==> config.mk <==
export PLATFORM = sky130hd
export DESIGN_NAME = d16_wb_timer_flat
export DESIGN_NICKNAME = d
export VERILOG_FILES = /design/src/rtl/d16_timer_pkg.sv /design/src/rtl/d16_wb_timer_if.sv /design/src/rtl/d16_timer_prescaler.sv /design/src/rtl/d16_wb_timer.sv /design/src/flat_wrapper.sv
export SDC_FILE = /design/constraint.sdc
export NUM_CORES = 1
export LEC_CHECK = 0
export CORE_MARGIN = 2
export CORE_UTILIZATION = 35
export CTS_CLUSTER_SIZE = 24
export DETAILED_ROUTE_END_ITERATION = 10
export GPL_ROUTABILITY_DRIVEN = 0
export PLACE_DENSITY = 0.57
export SYNTH_ARGS = -nofsm -noshare
export SYNTH_HDL_FRONTEND = slang
export SYNTH_HIERARCHICAL = 1
export SYNTH_SLANG_ARGS = --single-unit
==> constraint.sdc <==
create_clock -name i_clk -period 5.15 [get_ports i_clk]
set_input_delay 0.7725 -clock i_clk [delete_from_list [all_inputs] [get_ports i_clk]]
set_output_delay 0.7725 -clock i_clk [all_outputs]
set_load 0.005 [all_outputs]
==> src/rtl/d16_timer_pkg.sv <==
// Shared constants for the d16 Wishbone timer: register offsets, CTRL/STATUS layout and
// reset values.
package d16_timer_pkg;

  localparam logic [2:0] REG_CTRL     = 3'd0;
  localparam logic [2:0] REG_COUNT    = 3'd1;
  localparam logic [2:0] REG_CMP      = 3'd2;
  localparam logic [2:0] REG_STATUS   = 3'd3;
  localparam logic [2:0] REG_PRESCALE = 3'd4;

  localparam int unsigned CTRL_EN      = 0;
  localparam int unsigned CTRL_IE      = 1;
  localparam int unsigned CTRL_RELOAD  = 2;
  localparam int unsigned STATUS_MATCH = 0;
  localparam int unsigned STATUS_OVF   = 1;

  typedef struct packed {
    logic reload;
    logic ie;
    logic en;
  } ctrl_t;

  localparam ctrl_t       CTRL_RESET     = '0;
  localparam logic [15:0] COUNT_RESET    = 16'h0000;
  localparam logic [1:0]  STATUS_RESET   = 2'b00;
  localparam logic [15:0] PRESCALE_RESET = 16'h0000;

endpackage

==> src/rtl/d16_wb_timer_if.sv <==
// Bus signals between the d16 CPU (master) and the timer responder (slave).
// No ack/stall: reads are combinational, writes commit on the clock edge.
interface d16_wb_timer_if;
  logic [15:0] wb_addr;
  logic        wb_cyc;
  logic        wb_we;
  logic [15:0] wb_dat_w;
  logic [15:0] wb_dat_r;
  logic        wb_hit;

  modport master (
    output wb_addr, wb_cyc, wb_we, wb_dat_w,
    input  wb_dat_r, wb_hit
  );

  modport slave (
    input  wb_addr, wb_cyc, wb_we, wb_dat_w,
    output wb_dat_r, wb_hit
  );
endinterface

==> src/rtl/d16_timer_prescaler.sv <==
// Prescaler for the d16 timer: one tick every (divisor+1) enabled cycles.
// Only built when D16_TIMER_PRESCALE_EN is defined.
`ifdef D16_TIMER_PRESCALE_EN
module d16_timer_prescaler (
  input  logic        clk_i,
  input  logic        rst_ni,
  input  logic        en_i,
  input  logic        restart_i,
  input  logic [15:0] divisor_i,
  output logic        tick_o
);

  logic [15:0] cnt_q, cnt_d;

  always_comb begin
    tick_o = en_i && (cnt_q == divisor_i);
    cnt_d  = cnt_q;
    if (restart_i) begin
      cnt_d = '0;
    end else if (en_i) begin
      cnt_d = tick_o ? 16'h0000 : cnt_q + 16'd1;
    end
  end

  always_ff @(posedge clk_i or negedge rst_ni) begin
    if (!rst_ni) begin
      cnt_q <= '0;
    end else begin
      cnt_q <= cnt_d;
    end
  end

endmodule
`endif

==> src/rtl/d16_wb_timer.sv <==
// Memory-mapped 16-bit timer on the d16 CPU bus with compare-match/overflow interrupt.
// Optional prescaler register at offset 4 when D16_TIMER_PRESCALE_EN is defined.
module d16_wb_timer
  import d16_timer_pkg::*;
#(
  parameter logic [15:0] BASE_ADDR = 16'hFF00,
  parameter logic [15:0] CMP_RESET = 16'hFFFF
) (
  input  logic           i_clk,
  input  logic           i_reset_n,
  d16_wb_timer_if.slave  wb,
  output logic           o_int
);

  logic        hit, wr;
  logic [2:0]  off;
  logic        wr_ctrl, wr_count, wr_cmp, wr_status;
  logic        tick;
  logic [15:0] rdata;

  ctrl_t       ctrl_q, ctrl_d;
  logic [15:0] count_q, count_d;
  logic [15:0] cmp_q, cmp_d;
  logic [1:0]  status_q, status_d;

  assign hit       = wb.wb_cyc && (wb.wb_addr[15:3] == BASE_ADDR[15:3]);
  assign off       = wb.wb_addr[2:0];
  assign wr        = hit && wb.wb_we;
  assign wr_ctrl   = wr && (off == REG_CTRL);
  assign wr_count  = wr && (off == REG_COUNT);
  assign wr_cmp    = wr && (off == REG_CMP);
  assign wr_status = wr && (off == REG_STATUS);

`ifdef D16_TIMER_PRESCALE_EN
  logic [15:0] prescale_q;
  logic        wr_prescale, ps_restart;

  assign wr_prescale = wr && (off == REG_PRESCALE);
  // Counter restarts on divisor change and on an EN 0->1 write.
  assign ps_restart  = wr_prescale || (wr_ctrl && wb.wb_dat_w[CTRL_EN] && !ctrl_q.en);

  d16_timer_prescaler u_prescaler (
    .clk_i     (i_clk),
    .rst_ni    (i_reset_n),
    .en_i      (ctrl_q.en),
    .restart_i (ps_restart),
    .divisor_i (prescale_q),
    .tick_o    (tick)
  );

  always_ff @(posedge i_clk or negedge i_reset_n) begin
    if (!i_reset_n) begin
      prescale_q <= PRESCALE_RESET;
    end else if (wr_prescale) begin
      prescale_q <= wb.wb_dat_w;
    end
  end
`else
  assign tick = ctrl_q.en;
`endif

  // CPU writes to COUNT/CTRL override the tick update; hardware flag sets override W1C.
  always_comb begin
    logic       match_set, ovf_set;
    logic [1:0] status_clr;
    count_d   = count_q;
    ctrl_d    = ctrl_q;
    cmp_d     = cmp_q;
    match_set = 1'b0;
    ovf_set   = 1'b0;
    if (tick) begin
      if (count_q == cmp_q) begin
        match_set = 1'b1;
        if (ctrl_q.reload) begin
          count_d = '0;
        end else begin
          count_d   = count_q + 16'd1;
          ctrl_d.en = 1'b0;
          ovf_set   = (count_q == 16'hFFFF);
        end
      end else begin
        count_d = count_q + 16'd1;
        ovf_set = (count_q == 16'hFFFF);
      end
    end
    if (wr_count) count_d = wb.wb_dat_w;
    if (wr_ctrl)  ctrl_d  = ctrl_t'(wb.wb_dat_w[2:0]);
    if (wr_cmp)   cmp_d   = wb.wb_dat_w;
    status_clr = wr_status ? wb.wb_dat_w[1:0] : 2'b00;
    status_d   = status_q & ~status_clr;
    if (match_set) status_d[STATUS_MATCH] = 1'b1;
    if (ovf_set)   status_d[STATUS_OVF]   = 1'b1;
  end

  always_ff @(posedge i_clk or negedge i_reset_n) begin
    if (!i_reset_n) begin
      ctrl_q   <= CTRL_RESET;
      count_q  <= COUNT_RESET;
      cmp_q    <= CMP_RESET;
      status_q <= STATUS_RESET;
    end else begin
      ctrl_q   <= ctrl_d;
      count_q  <= count_d;
      cmp_q    <= cmp_d;
      status_q <= status_d;
    end
  end

  always_comb begin
    rdata = '0;
    case (off)
      REG_CTRL:     rdata = {13'b0, ctrl_q};
      REG_COUNT:    rdata = count_q;
      REG_CMP:      rdata = cmp_q;
      REG_STATUS:   rdata = {14'b0, status_q};
`ifdef D16_TIMER_PRESCALE_EN
      REG_PRESCALE: rdata = prescale_q;
`else
      REG_PRESCALE: rdata = '0;
`endif
      default:      rdata = '0;
    endcase
  end

  // Zero when not selected so the CPU can OR this with other responders.
  assign wb.wb_dat_r = hit ? rdata : 16'h0000;
  assign wb.wb_hit   = hit;
  assign o_int       = ctrl_q.ie && (|status_q);

endmodule

==> src/flat_wrapper.sv <==
// flat-port wrapper written by rule: the top's interface ports become plain ports
module d16_wb_timer_flat import d16_timer_pkg::*;
#(
  parameter logic [15:0] BASE_ADDR = 16'hFF00,
  parameter logic [15:0] CMP_RESET = 16'hFFFF
)
  (i_clk, i_reset_n, o_int, wb_wb_addr, wb_wb_cyc, wb_wb_we, wb_wb_dat_w, wb_wb_dat_r, wb_wb_hit);
  d16_wb_timer_if wb_i ();
  input  logic i_clk;
  input  logic i_reset_n;
  output logic o_int;
  input wire logic [$bits(wb_i.wb_addr)-1:0] wb_wb_addr;
  input wire logic [$bits(wb_i.wb_cyc)-1:0] wb_wb_cyc;
  input wire logic [$bits(wb_i.wb_we)-1:0] wb_wb_we;
  input wire logic [$bits(wb_i.wb_dat_w)-1:0] wb_wb_dat_w;
  output wire logic [$bits(wb_i.wb_dat_r)-1:0] wb_wb_dat_r;
  output wire logic [$bits(wb_i.wb_hit)-1:0] wb_wb_hit;
  assign wb_i.wb_addr = wb_wb_addr;
  assign wb_i.wb_cyc = wb_wb_cyc;
  assign wb_i.wb_we = wb_wb_we;
  assign wb_i.wb_dat_w = wb_wb_dat_w;
  assign wb_wb_dat_r = wb_i.wb_dat_r;
  assign wb_wb_hit = wb_i.wb_hit;
  d16_wb_timer #(.BASE_ADDR(BASE_ADDR), .CMP_RESET(CMP_RESET)) u_core (.i_clk(i_clk), .i_reset_n(i_reset_n), .wb(wb_i), .o_int(o_int));
endmodule
* After elaboration in Yosys (flattened, before gate mapping)
Index checks and enable logic that the tools add are counted.
** Word-level totals
- Register bits after elaboration :: 37
- Output and inout port bits :: 18
- Logic and storage cells :: 43
** Cells by class
- Add/sub/neg operators :: 1
- Eq/ne operators :: 6
- Muxes and demuxes :: 18
- Bitwise gates (word level) :: 2
- Reduce and logical (&&, ||, !) cells :: 10
** Operators with widths (number)
- 2-to-1 mux 16 bit :: 5
- case mux 16 bit (4 select lines) :: 1
- adder 16 x 1 -> 16 bit (second input constant) :: 1
- == test 16 bit :: 1
- == test 16 bit (second input constant) :: 1
- == test 13 bit (second input constant) :: 1
- 2-to-1 mux 1 bit :: 11
- logical AND 1 bit :: 7
- == test 3 x 2 -> 1 bit (second input constant) :: 2
- == test 3 x 1 -> 1 bit (second input constant) :: 1
- zero test 3 bit :: 1
- AND 2 bit :: 1
- 2-to-1 mux 2 bit :: 1
- NOT 2 bit :: 1
- nonzero test 2 bit :: 1
- OR reduction 2 bit :: 1

* Depth between registers and ports, before layout
Gate-level depths: netlist of run 1.
- Word-level depth :: 8
- Mapped depth :: 8
- Gate-level depth less buffers :: 6

* Least setup slack after synthesis of run 1
No wires, ideal clock.
- Kind :: input -> output
- From :: input port wb_wb_addr[4]
- To :: output port wb_wb_dat_r[10]
- Arrival :: 2198 ps
- Required time :: 4378 ps
- Path slack :: 2180 ps
- Cell stages on the path :: 5
- Buffers on the path :: 1
- Cells stage by stage :: or4_4 > nor4_2 > nand2b_1 > clkbuf_1 > nor2_1
** On the way
- Cells in the longest elaborated chain, start to end :: 3
** Ends and longest elaborated chain
- from (decl) :: RTL line flat_wrapper.sv:12 : input wire logic [$bits(wb_i.wb_addr)-1:0] wb_wb_addr;
- == test 13 bit :: RTL line d16_wb_timer.sv:26 : assign hit = wb.wb_cyc && (wb.wb_addr[15:3] == BASE_ADDR[15:3]);
- logical AND 1 bit :: RTL line d16_wb_timer.sv:26
- named net wb_wb_hit :: RTL line flat_wrapper.sv:17 : output wire logic [$bits(wb_i.wb_hit)-1:0] wb_wb_hit;
- 2-to-1 mux 16 bit :: RTL line d16_wb_timer.sv:126 : assign wb.wb_dat_r = hit ? rdata : 16'h0000;
- to (decl) :: RTL line flat_wrapper.sv:16 : output wire logic [$bits(wb_i.wb_dat_r)-1:0] wb_wb_dat_r;
The timed path passes the listed nets, and every way through them passes these cells.

* Final worst setup path of run 1
- From :: input port wb_wb_addr[4]
- To :: output port wb_wb_dat_r[9]
** On the way
- Cells in the longest elaborated chain, start to end :: 3
** Ends and longest elaborated chain (RTL line)
- == test 13 bit :: d16_wb_timer.sv:26
- logical AND 1 bit :: d16_wb_timer.sv:26
- 2-to-1 mux 16 bit :: d16_wb_timer.sv:126
No other way between the ends.

==> flow_summary.ini, run 1 <==
[sta]
finalClockSkew_ns = 0.005988
tns_ns = 0
rsz0062_at_grt = no
fin_crit_ns = 3.992
slew_viol_final = 0
setup_viol = 0
finalCritPeriodShare = 0.7751
worstMarginPinSlew_ns = 0.8454
maxSlewHeadroom = 0.4364
max_freq_ghz = 0.2505
hold_viol_final = 0
hold_ws_ns = 0.5167

[setup_path]
critPathArrivalTime_ns = 3.22
cp_common_cell = clkdlybuf4s50_1
cp_slowest_cell = or4_4
cp-start-kind = input pin
worst_ep_required_time_ns = 4.38
critical-path-top-delay-family = simple AND/OR/NAND/NOR gates
worst-path-buf-inv = 2
endpoint_kind = primary output
critical_path_depth = 6
path_class = in -> out
rr_worst_depth = 7
crit_path_max_incr_delay_ns = 0.54
critPathMaxFanout = 15
cp_cell_sequence = clkdlybuf4s50_1, or4_4, nor4_2, nand2b_1, nor2_1, clkdlybuf4s50_1

[detailed_routing]
dr.pass1.iters = 4
top_layer_used = met4
drt_iter0_markers = 80
avgViaCountPerCell = 5.280
postRouteAntennaNets = 0
drc = 0
vias = 2244
wl_per_cell_um = 16.22
drt_wl_total_um = 6895
wl_met2_um = 3283
met3RoutedLength_um = 274
m1WireLength_um = 3311

[synthesis]
synth.area.top_cells = dfrtp_1 20%, dfstp_2 16%, xnor2_1 6.8%, mux2_4 5.8%, nand2_1 4.4%
ys_async_sr_fraction = 1.000
synth_common_cells = 30 x nand2_1, 25 x nor2_1, 21 x dfrtp_1, 20 x xnor2_1
yosys.cell_types.count = 50
ys_ff_latch = 37
synth_top_cell_area_share = 0.2042
ys.flop_type = dfrtp_1
ys_seq_area_frac = 0.3675
synth_area_sq_mm = 0.002574
yosys.cell_count.top_type = nand2_1
synth_warnings = 6
synth.avg_cell_area_sq_um = 9.062
syn_inst = 284
yosysTopAreaCell = dfrtp_1
synthesis.nets = 321
synth_edf_count = 0

[place]
port_buffers = 53
dp_hpwl_um = 5105

[clocking]
root_buffer = clkbuf_8
tritoncts = yes
clk-insertion-delay-late_ns = 0.28
cts_sinks = 37
cts_resized = 0
cts_buffers = 5
clock_path_buffers = 2
clk_pin_slew_worst_paths_ns = 0.07
cts-htree-levels = 2
hold_buffers = 0
cts_post_setup_buffers_inserted = 0

[min_path]
holdCritPathClass = reg -> reg
hold_depth = 2

[floorplanning]
io_pins = 54
start_util = 0.3587
fp-row-count = 31
core_sq_mm = 0.007176
dieArea_sq_mm = 0.008055
die_w_um = 89.75
dieHeight_um = 89.75

[finish]
nets = 363
seq_area_sq_um = 945.9
drive_above_1_share = 0.1656
area_growth_syn_to_layout_pct = 25.67
insertedDiodeCount = 0
nFillCells = 735
multi_input_area_sq_mm = 0.001511

[power]
intPower_uw = 427.6
peakVddDrop_uv = 109.2
comb_power_share = 0.098
p_seq_frac = 0.532
swShare = 0.2202
clock_power_share = 0.370
p_per_area_mw_per_mm2 = 169.5
leakagePower_uw = 0.001137
p_switching_uw = 120.7

[global_route]
antenna_found_initial = 0
grtUsageTotal = 0.1755
grt_pass1_wl_um = 11460
grt_pass1_vias = 2232
grt_max_degree = 38
grt_overflow = 0

[flow_run]
cap_violations = 0

[outcome]
status = finished, final reports clean
[power by group through the flow]
stage	Sequential [uW]	Clock [uW]	Combinational, uW
after floorplan	297	0	14.3
after global placement	297	0	53.7
after detailed placement	297	0	53.9
after CTS	292	212	54.2
after global routing	292	221	58.8
final	292	203	53.6
[metrics by stage]
stage	utilization	setup WS, ns	instances	total power (uW)	area (sq um)
after floorplan	-	2.180	284	311.0	2574
after global placement	0.4387	1.170	418	350.6	3148
after detailed placement	0.4387	1.108	418	350.8	3148
after CTS	0.4507	1.107	425	558.0	3234
after global routing	0.4507	0.9488	425	571.8	3234
final	0.4507	1.158	425	548.3	3234
[sequential cells by signal, indices dropped and copies added, names as in the netlist]
register	flops
u_core/cmp_q	16
u_core/count_q	16
u_core/ctrl_q	2
u_core/status_q	2
u_core/tick	1
[layout by cell type, fill, tap and decap left out, types with 10 or more instances in the layout]
master,instances
nand3_1,15
nand4_1,16
mux2_4,10
nand2_1,30
xnor2_1,20
clkdlybuf4s50_1,52
o21ai_0,11
nor2_1,25
dfstp_2,16
a22oi_1,13
a21oi_1,11
dfrtp_1,21
[layout make-up]
cell class / count / area share
multi-input cells: 221 / 0.4673
flip-flops and latches: 37 / 0.2925
clock buffers: 7 / 0.02669
well taps: 99 / 0.03830
repair buffers: 56 / 0.1694
inverters: 5 / 0.005803
[layer usage]
| metal | up-vias | global-route usage |
|---|---|---|
| li1 | 1110 | - |
| met3 | 2 | 0.03018 |
| met5 | - | 0 |
| met1 | 1091 | 0.2500 |
| met2 | 41 | 0.2854 |
| met4 | 0 | 0.03077 |
[tightest hold or removal path: cells and delay by family (launching register included)]
kind	cells	cell delay, ns
AO/OA/AOI/OAI	1	0.06
AND/OR/NAND/NOR	1	0.05
flip-flops	1	0.36
[cells by family (layout without fill, tap and decap cells)]
family	Yosys count	after routing	synth area share
buf+inv	26	68	0.04521
simple gates	123	123	0.2538
xor+xnor	23	23	0.07827
mux	23	23	0.1225
fa+ha+maj	1	1	0.004861
flops	37	37	0.3675
compound gates	51	51	0.1279
[path summary, 6_finish.rpt]
path                                      end              start  slack, ns
max in group asynchronous   u_core/count_q[0]          i_reset_n       4.02
max reg2reg                 u_core/count_q[2]  u_core/count_q[2]       2.97
min                          u_core/ctrl_q[1]   u_core/ctrl_q[1]       0.52
max                            wb_wb_dat_r[9]      wb_wb_addr[4]       1.16
min reg2reg                  u_core/ctrl_q[1]   u_core/ctrl_q[1]       0.52
min in group asynchronous  u_core/count_q[14]          i_reset_n       0.60
Power figures use the tool's default switching activity.
==> run 2: changes to the inputs <==
--- a/config.mk
+++ b/config.mk
@@ -10,7 +10,7 @@
 export CTS_CLUSTER_SIZE = 24
 export DETAILED_ROUTE_END_ITERATION = 10
 export GPL_ROUTABILITY_DRIVEN = 0
-export PLACE_DENSITY = 0.57
+export PLACE_DENSITY = 0.6
 export SYNTH_ARGS = -nofsm -noshare
 export SYNTH_HDL_FRONTEND = slang
 export SYNTH_HIERARCHICAL = 1
==> constraint.sdc (replaced) <==
create_clock -name i_clk -period 3.4 [get_ports i_clk]
set_input_delay 0.51 -clock i_clk [delete_from_list [all_inputs] [get_ports i_clk]]
set_output_delay 0.51 -clock i_clk [all_outputs]
set_load 0.005 [all_outputs]
==> run 2 against run 1 <==
- sequential power is 51% higher
- flip-flop and latch count unchanged
- combinational power rose by 50%
- final cell count increased by 1.4%
- via count increased by 2.1%
- cell area up 1.4%
- utilization is 0.61 points higher
- power grew 49%
- global-route usage increased by 0.21 points
- critical endpoint is now wb_wb_dat_r[2]
- largest cell class unchanged
- highest routed layer unchanged
==> flow_summary.ini, run 2 (same netlist as run 1, synthesis figures left out) <==
[sta]
worst_slack_ns = 0.1344
fin_crit_ns = 3.266
tns_ns = 0
finalClockSkew_ns = 0.001585
hold_ws_ns = 0.3319
setup_viol = 0
worstMarginPinSlew_ns = 0.8424
slew_viol_final = 0
hold_viol_final = 0
maxSlewHeadroom = 0.4384
finalCritPeriodShare = 0.9605
max_freq_ghz = 0.3062
rsz0062_at_grt = no

[setup_path]
endpoint_kind = primary output
critical-path-top-delay-family = buffers and inverters
cp-start-kind = input pin
cp_common_cell = clkdlybuf4s50_1
cp_cell_sequence = clkdlybuf4s50_1, or4_4, nor4_2, nand2b_1, buf_4, nor2_1, clkdlybuf4s50_1
worst-path-buf-inv = 3
cp_slowest_cell = or4_4
crit_path_max_incr_delay_ns = 0.54
critPathArrivalTime_ns = 2.76
worst_ep_required_time_ns = 2.89
critPathMaxFanout = 15
path_class = in -> out

[power]
comb_power_share = 0.099
leakagePower_uw = 0.001160
p_switching_uw = 184.2
clock_power_share = 0.360
p_seq_frac = 0.541
p_per_area_mw_per_mm2 = 249.1
swShare = 0.2256
peakVddDrop_uv = 138.0
intPower_uw = 632.5

[clocking]
clk-insertion-delay-late_ns = 0.28
cts_resized = 0
clock_path_buffers = 2
root_buffer = clkbuf_8
cts_sinks = 37
tritoncts = yes
cts-htree-levels = 2
hold_buffers = 0
cts_post_setup_buffers_inserted = 0
cts_buffers = 5
clk_pin_slew_worst_paths_ns = 0.07

[detailed_routing]
drt_wl_total_um = 7090
postRouteAntennaNets = 0
avgViaCountPerCell = 5.318
drc = 0
drt_iter0_markers = 181
wl_per_cell_um = 16.45
vias = 2292
dr.pass1.iters = 6

[finish]
area_growth_syn_to_layout_pct = 27.37
mostFrequentLayoutCell = clkdlybuf4s50_1
stdcell_area_sq_mm = 0.003278
top_regs = u_core/cmp_q x16, u_core/count_q x16
nets = 368
layout_common_cells = 52 x clkdlybuf4s50_1, 30 x nand2_1, 25 x nor2_1, 21 x dfrtp_1, 20 x xnor2_1
insertedDiodeCount = 0
drive_above_1_share = 0.1747

[outcome]
status = finished, final reports clean

[floorplanning]
die_w_um = 89.75
dieHeight_um = 89.75
fp-row-count = 31
dieArea_sq_mm = 0.008055
core_sq_mm = 0.007176
start_util = 0.3587
io_pins = 54

[place]
place_area_sq_mm = 0.003198
pre_cts_slack_ns = 0.1236
port_buffers = 53
dp_hpwl_um = 5220

[global_route]
grtUsageTotal = 0.1776
use_met1 = 0.2480
grt_overflow = 0
grt_busiest_layer = met2
grt_pass1_wl_um = 11560
use_met3 = 0.03185
grt_max_degree = 38
grt_use_met2 = 0.2885
grt_pass1_vias = 2221
antenna_found_initial = 0

[min_path]
holdCritPathClass = in -> async

[flow_run]
cap_violations = 0
run 2: area by class of cell:
class | instances | area (sq um)
timing repair buffer | 61 | 598.1
sequential | 37 | 945.9
inverter | 5 | 18.77
tap | 99 | 123.9
fill | 694 | 3897
clock buffer | 8 | 80.08
multi-input combinational | 221 | 1511
run 2: power by group through the flow:
| stage | sequential (uW) | clock (uW) | combinational (uW) |
|---|---|---|---|
| floorplan | 449 | 0 | 21.7 |
| global placement | 450 | 0 | 81.4 |
| CTS | 442 | 308 | 81.7 |
| global route | 442 | 325 | 88.2 |
| detailed placement | 450 | 0 | 81.4 |
| finish | 442 | 294 | 80.6 |
run 2: metal layers:
metal / vias to the layer above / wire length [um] / part of all wire
met4: 0 / 61 / 0.0086
met5: - / 0 / 0
met3: 8 / 384 / 0.054
met2: 62 / 3339 / 0.47
li1: 1128 / - / -
met1: 1094 / 3305 / 0.47
run 2: worst paths after layout:
path                                   startpoint  slack [ns]                 end  depth (start not counted)
max in group asynchronous               i_reset_n        2.54  u_core/status_q[1]                          1
worst min register to register   u_core/ctrl_q[1]        0.53    u_core/ctrl_q[1]                          2
worst min-delay path                    i_reset_n        0.33  u_core/count_q[10]                          1
min in group i_clk               u_core/ctrl_q[1]        0.53    u_core/ctrl_q[1]                          2
worst max register to register  u_core/count_q[2]        1.28  u_core/count_q[12]                          7
worst max-delay path                wb_wb_addr[4]        0.13      wb_wb_dat_r[2]                          7
run 2: per-stage QoR:
stage                     instances  power, uW    util
after floorplan                 284      471.1       -
after global placement          423      531.1  0.4457
after detailed placement        423      531.1  0.4457
after CTS                       431      831.2  0.4568
after global routing            431      855.0  0.4568
final                           431      816.7  0.4568
==> run 3: changes to the inputs <==
--- a/config.mk
+++ b/config.mk
@@ -13,5 +13,4 @@
 export PLACE_DENSITY = 0.6
 export SYNTH_ARGS = -nofsm -noshare
 export SYNTH_HDL_FRONTEND = slang
-export SYNTH_HIERARCHICAL = 1
 export SYNTH_SLANG_ARGS = --single-unit
==> run 3 against run 2 <==
- via count decreased by 15%
- power increased by 3.5%
- sequential share of layout area increased by 1.7 points
- count of clock-buffer cells in the layout unchanged
- area after synthesis decreased by 7.0%
- critical endpoint is now wb_wb_dat_r[8]
==> flow_summary.ini, run 3 <==
[global_route]
grtUsageTotal = 0.1651
antenna_found_initial = 0
grt_overflow = 0
grt_pass1_wl_um = 9646
grt_max_degree = 38
grt_pass1_vias = 1967

[detailed_routing]
avgViaCountPerCell = 5.225
drt_iter0_markers = 101
drc = 0
vias = 1954
dr.pass1.iters = 4
postRouteAntennaNets = 0
drt_wl_total_um = 5932
wl_per_cell_um = 15.86

[clocking]
tritoncts = yes
hold_buffers = 0
clk-insertion-delay-late_ns = 0.29
cts_post_setup_buffers_inserted = 0
cts_resized = 0
cts-htree-levels = 2
clk_pin_slew_worst_paths_ns = 0.08
cts_sinks = 37
root_buffer = clkbuf_8
clock_path_buffers = 2
cts_buffers = 5

[power]
p_switching_uw = 191.1
comb_power_share = 0.095
p_seq_frac = 0.526
peakVddDrop_uv = 132.1
leakagePower_uw = 0.001209
p_per_area_mw_per_mm2 = 272.8
intPower_uw = 654.3
swShare = 0.2261
clock_power_share = 0.379

[sta]
slew_viol_final = 0
worstMarginPinSlew_ns = 0.8433
maxSlewHeadroom = 0.4378
hold_viol_final = 0
fin_crit_ns = 3.119
finalCritPeriodShare = 0.9175
setup_viol = 0
max_freq_ghz = 0.3206
tns_ns = 0
finalClockSkew_ns = 0.009142
rsz0062_at_grt = no

[finish]
seq_area_sq_um = 945.9
stdcell_area_sq_mm = 0.003099
layout_common_cells = 52 x clkdlybuf4s50_1, 25 x nand2_1, 25 x nor2_1, 21 x dfrtp_1, 18 x xnor2_1
mostFrequentLayoutCell = clkdlybuf4s50_1
top_regs = u_core.cmp_q x16, u_core.count_q x16
insertedDiodeCount = 0
final_cells = 374
nets = 330
final_util = 0.4613
nFillCells = 630
drive_above_1_share = 0.2007
multi_input_area_sq_mm = 0.001355
area_growth_syn_to_layout_pct = 29.48

[setup_path]
endpoint_kind = primary output
cp_slowest_cell = or4b_4
path_class = in -> out
cp-start-kind = input pin
worst_ep_required_time_ns = 2.89
critPathArrivalTime_ns = 2.61
cp_common_cell = clkdlybuf4s50_1
cp_cell_sequence = clkdlybuf4s50_1, or4b_4, nor4_4, nand2b_1, buf_4, nor2_1, clkdlybuf4s50_1
crit_path_max_incr_delay_ns = 0.54
critPathMaxFanout = 10

[synthesis]
synth_edf_count = 0
ys.flop_type = dfrtp_1
synth_warnings = 0
synth_common_cells = 25 x nand2_1, 25 x nor2_1, 21 x dfrtp_1, 18 x xnor2_1, 16 x dfstp_2
synth_area_sq_mm = 0.002394
yosysTopAreaCell = dfrtp_1
ys_ff_latch = 37
syn_inst = 239
ys_seq_area_frac = 0.3952
ys_async_sr_fraction = 1.000
yosys.cell_types.count = 43
synth.area.top_cells = dfrtp_1 22%, dfstp_2 18%, xnor2_1 6.6%, mux2_4 6.3%, mux2_2 4.2%
synthesis.nets = 276
synth_top_cell_area_share = 0.2196
synth.avg_cell_area_sq_um = 10.01

[floorplanning]
fp-row-count = 30
dieHeight_um = 86.70
start_util = 0.3562
io_pins = 54
core_sq_mm = 0.006719
dieArea_sq_mm = 0.007516
die_w_um = 86.70

[place]
place_area_sq_mm = 0.003009
port_buffers = 53
dp_hpwl_um = 4527
placed_cells = 366

[outcome]
status = finished, final reports clean

[flow_run]
cap_violations = 0

[min_path]
holdCritPathClass = in -> async
[run 3: cell count changes in the layout (fill, tap and decap cells not counted), moves of 4 or more]
cell,delta
nand2_1,-5
o31ai_1,+9
a21oi_1,-4
o21ai_0,-8
nand3_1,-10
xor2_1,+7
nand4_1,-5
nor3_1,-6
[run 3: cells by family after synthesis]
logic type / share of synthesized area
simple gates: 0.2086
flops: 0.3952
xor+xnor: 0.1025
fa+ha+maj: 0.005227
buf+inv: 0.03868
mux: 0.1228
compound gates: 0.1270
[run 3: cell type report]
| cell class | instances | share of cell area |
|---|---|---|
| well taps | 80 | 0.03230 |
| repair buffers | 62 | 0.1914 |
| flip-flops and latches | 37 | 0.3052 |
| multi-input cells | 183 | 0.4372 |
| inverters | 4 | 0.004845 |
| clock buffers | 8 | 0.02907 |
[run 3: path summary, 6_finish.rpt]
kind / to / slack, ns / cells past startpoint / start
min in group i_clk: u_core.ctrl_q[1] / 0.55 / 1 / u_core.ctrl_q[1]
min reg2reg: u_core.ctrl_q[1] / 0.55 / 1 / u_core.ctrl_q[1]
max: wb_wb_dat_r[8] / 0.28 / 7 / wb_wb_addr[6]
max in group asynchronous: u_core.count_q[10] / 2.55 / 1 / i_reset_n
max reg2reg: u_core.count_q[13] / 1.20 / 7 / u_core.cmp_q[3]
min: u_core.count_q[4] / 0.32 / 1 / i_reset_n
[run 3: critical path, delay by kind of cell]
family	cells	cell delay, ns
buf+inv	3	1.11
simple gates	4	0.98
[run 3: stage by stage]
step / setup slack (ns) / hold slack (ns) / power, uW
global placement: 0.3145 / 0.5336 / 533.4
CTS: 0.2336 / 0.3378 / 857.9
floorplan: 1.089 / 0.2144 / 474.6
finish: 0.2806 / 0.3230 / 845.5
global route: 0.1408 / 0.3826 / 882.2
detailed placement: 0.2267 / 0.5375 / 533.8
[run 3: routing by layer]
metal,wire [um],track usage,part of all wire,up-vias
li1,-,-,-,970
met1,2732,0.2306,0.46,930
met2,2812,0.2573,0.47,48
met3,325,0.03714,0.055,6
met4,61,0.04545,0.010,0
met5,0,0,0,-
[run 3: power groups by stage]
stage	Combinational, uW	Sequential [uW]	Clock [uW]
finish	80.7	445	320
global route	87.7	445	350
CTS	81.8	444	332
detailed placement	81.6	452	0
global placement	81.2	452	0
floorplan	23.0	452	0
==> patch (settings of run 2) <==
`CMP_RESET` is set to 16'hFFFF in 2 places; all go to 16'h7FFF.
--- a/src/rtl/d16_wb_timer.sv
+++ b/src/rtl/d16_wb_timer.sv
@@ -4,7 +4,7 @@
   import d16_timer_pkg::*;
 #(
   parameter logic [15:0] BASE_ADDR = 16'hFF00,
-  parameter logic [15:0] CMP_RESET = 16'hFFFF
+  parameter logic [15:0] CMP_RESET = 16'h7FFF
 ) (
   input  logic           i_clk,
   input  logic           i_reset_n,
--- a/src/flat_wrapper.sv
+++ b/src/flat_wrapper.sv
@@ -2,7 +2,7 @@
 module d16_wb_timer_flat import d16_timer_pkg::*;
 #(
   parameter logic [15:0] BASE_ADDR = 16'hFF00,
-  parameter logic [15:0] CMP_RESET = 16'hFFFF
+  parameter logic [15:0] CMP_RESET = 16'h7FFF
 )
   (i_clk, i_reset_n, o_int, wb_wb_addr, wb_wb_cyc, wb_wb_we, wb_wb_dat_w, wb_wb_dat_r, wb_wb_hit);
   d16_wb_timer_if wb_i ();
Check against the original RTL: not equivalent (Yosys sat finds a counterexample within 4 cycles, from zero or initial values and one cycle with i_reset_n low).
==> patch against run 2 <==
- wire length is 0.61% higher
- sequential power about the same
- power is 1.2% higher
- area after synthesis is essentially flat
- synthesized cell count is the same
- critical endpoint is now wb_wb_dat_r[6]
- sequential cell count did not move
- final area up 0.11%
- highest routed layer unchanged
- non-clock buffer count grew 2
- worst setup slack better by 39 ps
==> patch: results <==
set metrics [dict create \
    gr-usage-met3_pct 3.27 \
    synthTopCellsByArea "dfrtp_1, dfstp_2, xnor2_1" \
    net-switching-power_mw 0.197 \
    endpoint "wb_wb_dat_r[6]" \
    max_slew_margin_pct 42.9 \
    insertion_delay_ps 300 \
    crit_family "simple AND/OR/NAND/NOR gates" \
    hold_ws_ps 322 \
    regToRegEndpoint "u_core/count_q[12]" \
    instances_no_fill 433 \
    nNetsFinal 370 \
    antenna_found_initial 0 \
    path_max_fanout 5 \
    grt_pass1_vias 2228 \
    hpwl_um 5300 \
    grt_max_degree 38 \
    first_pass_iters 4 \
    drive_gt1_share_pct 18.3 \
    routedWlPerCell_um 16.5 \
    dr_wl_met3_um 366 \
    grt_pass1_wl_um 11800 \
    p_int_mw 0.629 \
    ys_seq_area_share_pct 36.7 \
    clock_skew_ps 7.82 \
    use_met2_pct 28.3 \
    pg_comb_mw 0.0820 \
    arrival_ps 2720 \
    track_usage_pct 18.0 \
    dpl_cell_area_um2 3200 \
    status "complete, no violations" \
    p_leak_nw 1.18 \
    reg2reg_slack_ps 1260 \
    peakVddDrop_mv 0.213 \
    grtUsageMet1_pct 26.3 \
    post-route-period-util_pct 94.9 \
    m1WireLength_um 3350 \
    dr_wl_met2_um 3370 \
    yosys-top-cells-count "nand2_1, nor2_1, dfrtp_1, xnor2_1" \
    drtIter0Drc 188 \
    pwr.group.clock_mw 0.303 \
    pre_cts_ws_ps 122 \
    via_per_inst 5.31 \
]
## patch: cell count changes in the layout (fill, tap and decap cells not counted), sizes merged
cell           run 2  this run
dfrtp             21        22
dfstp             16        15
buf                9        11
clkinv             0         2
clkbuf             8         6
## patch: final cells by class
cell class / count / area (um^2)
Sequential cell: 37 / 945
Clock inverter: 2 / 10.0
Clock buffer: 6 / 72.6
Fill cell: 704 / 3890
Inverter: 5 / 18.8
Tap cell: 99 / 124
Multi-Input combinational cell: 221 / 1510
Timing Repair Buffer: 63 / 601
## patch: logic make-up (layout without fill, tap and decap cells)
logic type / count (synthesis) / in the layout / synth area share (%)
and+or+nand+nor: 123 / 123 / 25.4
DFF: 37 / 37 / 36.7
xor gates and xnor gates: 23 / 23 / 7.83
buffers and inverters: 26 / 76 / 4.52
muxes: 23 / 23 / 12.3
adders and majority gates: 1 / 1 / 0.486
AOI/OAI and AO/OA: 51 / 51 / 12.8
